### config.mk
export PLATFORM = sky130hd
export DESIGN_NAME = coef_sequencer
export DESIGN_NICKNAME = d
export VERILOG_FILES = /design/src/rtl/coef_sequencer.sv
export SDC_FILE = /design/constraint.sdc
export NUM_CORES = 1
export LEC_CHECK = 0
export ABC_AREA = 1
export BUFFER_PORTS_ARGS = -buffer_cell sky130_fd_sc_hd__buf_2
export CAP_MARGIN = 40
export CORE_ASPECT_RATIO = 1.2
export CORE_MARGIN = 8
export CORE_UTILIZATION = 40
export CTS_BUF_LIST = sky130_fd_sc_hd__clkbuf_8
export CTS_CLUSTER_SIZE = 24
export DETAILED_ROUTE_END_ITERATION = 10
export PLACE_DENSITY = 0.64
export SLEW_MARGIN = 0
export SYNTH_ARGS = -nofsm -noshare
export SYNTH_HDL_FRONTEND = slang
export SYNTH_HIERARCHICAL = 1
export SYNTH_SLANG_ARGS = --single-unit
### constraint.sdc
create_clock -name clock -period 8.8 [get_ports clock]
set_clock_uncertainty 0.1 [all_clocks]
set_input_delay 2.64 -clock clock [delete_from_list [all_inputs] [get_ports clock]]
set_output_delay 2.64 -clock clock [all_outputs]
set_load 0.01 [all_outputs]
### src/rtl/coef_sequencer.sv
// Coefficient sequencer for one 8x8 block. Turns Huffman (run, size, bits)
// symbols into 64 zigzag-ordered coefficients. It also applies per-component
// DC prediction and expands zero runs, ZRL and EOB.

// Sign-magnitude VLI amplitude decode. size 0 gives 0, and sizes above 11 also give 0.
module vli_decoder #(
    parameter int unsigned OUT_W = 12
) (
    input  logic [3:0]              size,
    input  logic [10:0]             bits,
    output logic signed [OUT_W-1:0] value
);
    logic [11:0]        mask;
    logic [11:0]        top;
    logic [11:0]        mag;
    logic signed [12:0] ext;

    // A clear top bit marks a negative amplitude: value = bits - (2^size - 1)
    always_comb begin
        mask = (12'd1 << size) - 12'd1;
        top  = mask ^ (mask >> 1);
        mag  = {1'b0, bits} & mask;
        ext  = '0;
        if (size != 4'd0 && size <= 4'd11) begin
            if ((mag & top) != 12'd0) begin
                ext = signed'({1'b0, mag});
            end else begin
                ext = signed'({1'b0, mag}) - signed'({1'b0, mask});
            end
        end
    end

    assign value = OUT_W'(ext);
endmodule

module coef_sequencer #(
    parameter int unsigned NUM_COMP = 3,
    parameter int unsigned COEF_W   = 12
) (
    input  logic              clock,
    input  logic              reset,
    input  logic [1:0]        comp_sel,
    input  logic              pred_clr,
    input  logic              sym_valid,
    output logic              sym_ready,
    input  logic [3:0]        sym_run,
    input  logic [3:0]        sym_size,
    input  logic [10:0]       sym_bits,
    output logic              coef_valid,
    input  logic              coef_ready,
    output logic [5:0]        coef_idx,
    output logic [COEF_W-1:0] coef_value,
    output logic              blk_done,
    output logic              err
);
    typedef enum logic [2:0] {S_DC, S_AC, S_ZERO, S_VAL, S_FILL} state_t;

    state_t             state;
    logic [5:0]         k;          // next index to be produced by an AC symbol
    logic [3:0]         zcnt;       // zeros still to emit after the one presented
    logic               val_pend;   // a nonzero value follows the zero run
    logic [COEF_W-1:0]  val_hold;
    logic [COEF_W-1:0]  pred [NUM_COMP];

    logic signed [COEF_W-1:0] diff;
    logic [COEF_W-1:0]        pred_cur;
    logic [COEF_W-1:0]        dc_value;
    logic                     handshake;
    logic [6:0]               k_plus_run;
    logic                     is_eob;
    logic                     is_zrl;
    logic                     ac_legal;
    logic                     at_end;

    vli_decoder #(
        .OUT_W (COEF_W)
    ) u_vli (
        .size  (sym_size),
        .bits  (sym_bits),
        .value (diff)
    );

    assign sym_ready  = (state == S_DC) || (state == S_AC);
    assign handshake  = coef_valid && coef_ready;
    assign at_end     = (coef_idx == 6'd63);
    assign k_plus_run = {1'b0, k} + {3'b000, sym_run};
    assign is_eob     = (sym_run == 4'd0) && (sym_size == 4'd0);
    assign is_zrl     = (sym_run == 4'd15) && (sym_size == 4'd0);
    assign ac_legal   = (sym_size >= 4'd1) && (sym_size <= 4'd10);
    assign dc_value   = pred_cur + diff;

    // Predictor of the selected component; a coincident clear wins
    always_comb begin
        pred_cur = '0;
        for (int i = 0; i < int'(NUM_COMP); i++) begin
            if (comp_sel == 2'(i)) pred_cur = pred[i];
        end
        if (pred_clr) pred_cur = '0;
    end

    // Symbol accept, coefficient emission and predictor state
    always_ff @(posedge clock or posedge reset) begin
        if (reset) begin
            state      <= S_DC;
            k          <= '0;
            zcnt       <= '0;
            val_pend   <= 1'b0;
            val_hold   <= '0;
            coef_valid <= 1'b0;
            coef_idx   <= '0;
            coef_value <= '0;
            blk_done   <= 1'b0;
            err        <= 1'b0;
            for (int i = 0; i < int'(NUM_COMP); i++) pred[i] <= '0;
        end else begin
            blk_done <= 1'b0;
            if (pred_clr) begin
                for (int i = 0; i < int'(NUM_COMP); i++) pred[i] <= '0;
            end
            unique case (state)
                S_DC: begin
                    if (sym_valid) begin
                        if (sym_size >= 4'd12) err <= 1'b1;
                        for (int i = 0; i < int'(NUM_COMP); i++) begin
                            if (comp_sel == 2'(i)) pred[i] <= dc_value;
                        end
                        coef_valid <= 1'b1;
                        coef_idx   <= 6'd0;
                        coef_value <= dc_value;
                        k          <= 6'd0;
                        state      <= S_VAL;
                    end
                end
                S_AC: begin
                    if (sym_valid) begin
                        coef_valid <= 1'b1;
                        coef_idx   <= k;
                        coef_value <= '0;
                        if (ac_legal) begin
                            if (k_plus_run > 7'd63) begin
                                // Value would land past 63: drop it, zero-fill the rest
                                err   <= 1'b1;
                                state <= S_FILL;
                            end else if (sym_run == 4'd0) begin
                                coef_value <= diff;
                                state      <= S_VAL;
                            end else begin
                                zcnt     <= sym_run - 4'd1;
                                val_pend <= 1'b1;
                                val_hold <= diff;
                                state    <= S_ZERO;
                            end
                        end else if (is_zrl) begin
                            if (k_plus_run > 7'd63) err <= 1'b1;
                            zcnt     <= 4'd15;
                            val_pend <= 1'b0;
                            state    <= S_ZERO;
                        end else begin
                            if (!is_eob) err <= 1'b1;
                            state <= S_FILL;
                        end
                    end
                end
                S_ZERO: begin
                    if (handshake) begin
                        if (at_end) begin
                            blk_done   <= 1'b1;
                            coef_valid <= 1'b0;
                            val_pend   <= 1'b0;
                            k          <= 6'd0;
                            state      <= S_DC;
                        end else if (zcnt != 4'd0) begin
                            coef_idx <= coef_idx + 6'd1;
                            zcnt     <= zcnt - 4'd1;
                        end else if (val_pend) begin
                            coef_idx   <= coef_idx + 6'd1;
                            coef_value <= val_hold;
                            val_pend   <= 1'b0;
                            state      <= S_VAL;
                        end else begin
                            coef_valid <= 1'b0;
                            k          <= coef_idx + 6'd1;
                            state      <= S_AC;
                        end
                    end
                end
                S_VAL: begin
                    if (handshake) begin
                        coef_valid <= 1'b0;
                        if (at_end) begin
                            blk_done <= 1'b1;
                            k        <= 6'd0;
                            state    <= S_DC;
                        end else begin
                            k     <= coef_idx + 6'd1;
                            state <= S_AC;
                        end
                    end
                end
                S_FILL: begin
                    if (handshake) begin
                        if (at_end) begin
                            blk_done   <= 1'b1;
                            coef_valid <= 1'b0;
                            k          <= 6'd0;
                            state      <= S_DC;
                        end else begin
                            coef_idx <= coef_idx + 6'd1;
                        end
                    end
                end
                default: state <= S_DC;
            endcase
        end
    end
endmodule

==> flow_metrics.env <==
export IMPL_p_leak_uw=0.00377
export IMPL_maxCapViolCount=0
export IMPL_drt_total_wl_um=18000
export IMPL_initial_core_util_pct=40.7
export IMPL_antenna_cells=0
export IMPL_first_global_vias=5913
export IMPL_die_x_um=131
export IMPL_min_period_over_period_pct=69.5
export IMPL_fp_dieH_um=154
export IMPL_syn_inst=960
export IMPL_tns_ns=0
export IMPL_setup_worst_path_class="in2reg"
export IMPL_hold_path_class="reg2reg"
export IMPL_drtAntennaViolNets=0
export IMPL_cts_tree="built"
export IMPL_required_ns=8.97
export IMPL_clock_path_buffers=2
export IMPL_root_buffer="clkbuf_8"
export IMPL_place_gp_congestion=0.917
export IMPL_viasPerCell=5.08
export IMPL_hold_violations=0
export IMPL_worst_path_largest_cell_delay_ns=0.44
export IMPL_max_freq_mhz=164
export IMPL_cts_setup_buffers=0
export IMPL_slew_headroom_pct=52.2
export IMPL_synth_edf_count=0
export IMPL_netlist_area_um2=6340
export IMPL_dpl_hpwl_um=13900
export IMPL_cts_resized_gates=0
export IMPL_ys_flop_type="dfrtp_1"
export IMPL_finalNetCount=1048
export IMPL_utilization_pct=44.6
export IMPL_avgSynthCellArea_um2=6.60
export IMPL_num_rows=50
export IMPL_overflow=0
export IMPL_r2r_cells=8
export IMPL_crit_arrival_ns=6.29
export IMPL_first_pass_iters=5
export IMPL_core_um2=15600
export IMPL_cts_clk_slew_worst_paths_ns=0.09
export IMPL_cts_hold_buf=0
export IMPL_drt_wirelength_per_cell_um=14.9
export IMPL_setup_viol=0
export IMPL_p_per_area_nw_per_um2=238
export IMPL_path_max_fanout=19
export IMPL_ir_worst_vdd_v=0.000109
export IMPL_ys_seq_area_share_pct=32.8
export IMPL_cts_buffers=9
export IMPL_insertion_delay_ns=0.38
export IMPL_yosysWarnings=6
export IMPL_fin_crit_ns=6.11
export IMPL_io_pins=48
export IMPL_grt_start_max_net_pins=60
export IMPL_synth_cell_types=43
export IMPL_cts_sinks=83
export IMPL_grt_pass1_wl_um=29600
export IMPL_drc=0
export IMPL_port_buffers=47
export IMPL_cts_max_level=3
export IMPL_dieArea_um2=20200
export IMPL_worstHoldPathCells=2
export IMPL_cp_start_kind="primary input"
export IMPL_report_final_slew_viol_count=0
export IMPL_dr_first_iter_drc_count=469
export IMPL_antenna_found_initial=0
export IMPL_cp_slowest_cell="fa_1"
export IMPL_end_kind="flip-flop"
export IMPL_rsz0062_at_grt="false"
export IMPL_synth_seq_cells=83
export IMPL_area_growth_pct=9.57
export IMPL_status="finished, final reports clean"
export IMPL_grt_usage_pct=18.5
export IMPL_synth_fp_nets=1009
export IMPL_vias=6144
export IMPL_drive_gt1_share_pct=13.6
export IMPL_async_flop_share_pct=100
export IMPL_tightest_slew_ns=0.714
[flip-flops by register name, indices dropped and copies added, names as in the netlist]
signal,flops
pred,36
coef_idx,6
coef_valid,1
coef_value,12
err,1
state,3
k,6
blk_done,1
val_hold,12
zcnt,4
val_pend,1
[cell families after synthesis]
| logic type | share of synthesized area [%] |
|---|---|
| simple gates | 40.1 |
| buf+inv | 10.4 |
| compound gates | 10.2 |
| flops | 32.8 |
| fa+ha+maj | 4.78 |
| xor+xnor | 1.80 |
[layout by cell type, fill, tap and decap left out, types with 2 or more instances in the layout]
cell type,n
nand2_4,3
xor2_1,9
inv_2,16
nor2_4,4
a21oi_1,20
clkinv_2,2
fa_1,2
o22ai_1,3
a22oi_1,4
a21oi_2,3
ha_1,21
nor2_2,10
nand3b_1,3
clkbuf_8,9
xnor2_1,4
o21ai_1,29
o21ai_0,36
buf_2,47
nand2_1,285
dfrtp_1,83
or2_2,4
nand3_1,120
o221ai_1,4
buf_4,5
nor3_1,3
o21ai_2,5
and2_1,2
inv_1,120
o21a_1,2
nand3_2,5
bufinv_16,2
nor2_1,99
a22o_1,4
nand4_1,11
nand2_2,15
[routing by layer]
| layer | track usage (%) | share of wire (%) | up-vias |
|---|---|---|---|
| met5 | 0 | 0 | - |
| met4 | 7.84 | 3.4 | 0 |
| met3 | 3.04 | 4.7 | 38 |
| met2 | 31.5 | 49 | 148 |
| met1 | 22.5 | 43 | 2829 |
| li1 | - | - | 3129 |
[power breakdown]
| part | switching, µW | total (µW) | internal (µW) |
|---|---|---|---|
| clock | 141 | 296 | 154 |
| sequential | 73.5 | 549 | 476 |
| combinational | 555 | 809 | 253 |
[critical path: cells and delay by family]
family	cells	cell delay, ns
buffers and inverters	3	0.40
AND/OR/NAND/NOR	19	2.17
adder cells (fa/ha/maj)	3	1.06
[layout make-up]
class                   instances  area (µm²)
clock inverters                 5        72.6
fillers                      1651        8630
repair buffers                 53         300
multi-input cells             716        3600
flip-flops and latches         83        2080
clock buffers                   9         124
inverters                     136         512
well taps                     208         260
[cell usage after synthesis (2+ instances only)]
library cell,number,area share [%]
or2_2,4,0.39
nand2_4,3,0.53
nand3_2,5,0.79
buf_4,3,0.36
a21oi_2,3,0.41
clkbuf_1,4,0.24
a21oi_1,20,1.6
o21ai_0,36,2.8
nand3b_1,3,0.36
xnor2_1,4,0.55
nand4_1,11,1.1
nor2_1,99,5.9
o21ai_1,29,2.3
nor3_1,3,0.24
a22oi_1,4,0.47
nand2_1,285,17
nor2_4,4,0.71
o21ai_2,5,0.69
buf_2,10,0.79
o22ai_1,3,0.30
o21a_1,2,0.24
a22o_1,4,0.55
xor2_1,9,1.2
buf_6,4,0.71
dfrtp_1,83,33
buf_1,3,0.18
inv_1,119,7.0
ha_1,21,4.1
nand2_2,15,1.5
and2_1,2,0.20
nor2_2,10,0.99
nand3_1,120,9.5
inv_2,16,0.95
fa_1,2,0.63
o221ai_1,4,0.55
[metrics by stage]
step                      setup slack (ns)  hold slack, ns  cells  total power [µW]  instance area, µm²
after floorplan                       2.79           0.359    960              1160                6340
after detailed placement              2.35           0.378   1196              1360                6750
after global routing                  2.35           0.421   1210              1790                6950
after global placement                2.44           0.346   1192              1350                6700
after CTS                             2.75           0.400   1210              1660                6950
final                                 2.69           0.394   1210              1650                6950
[final timing paths]
| path | to | slack, ns | startpoint |
|---|---|---|---|
| worst min register to register | err$_DFFE_PP0P_ | 0.39 | err$_DFFE_PP0P_ |
| worst min-delay path | err$_DFFE_PP0P_ | 0.39 | err$_DFFE_PP0P_ |
| worst max register to register | val_hold[7]$_DFFE_PP0P_ | 6.07 | k[0]$_DFFE_PP0P_ |
| max in group asynchronous | pred[19]$_DFF_PP0_ | 5.79 | reset |
| worst max-delay path | coef_value[4]$_DFFE_PP0P_ | 2.69 | sym_size[3] |
| min in group asynchronous | coef_value[0]$_DFFE_PP0P_ | 2.20 | reset |
Note: power is estimated with default switching activity, not from simulation.
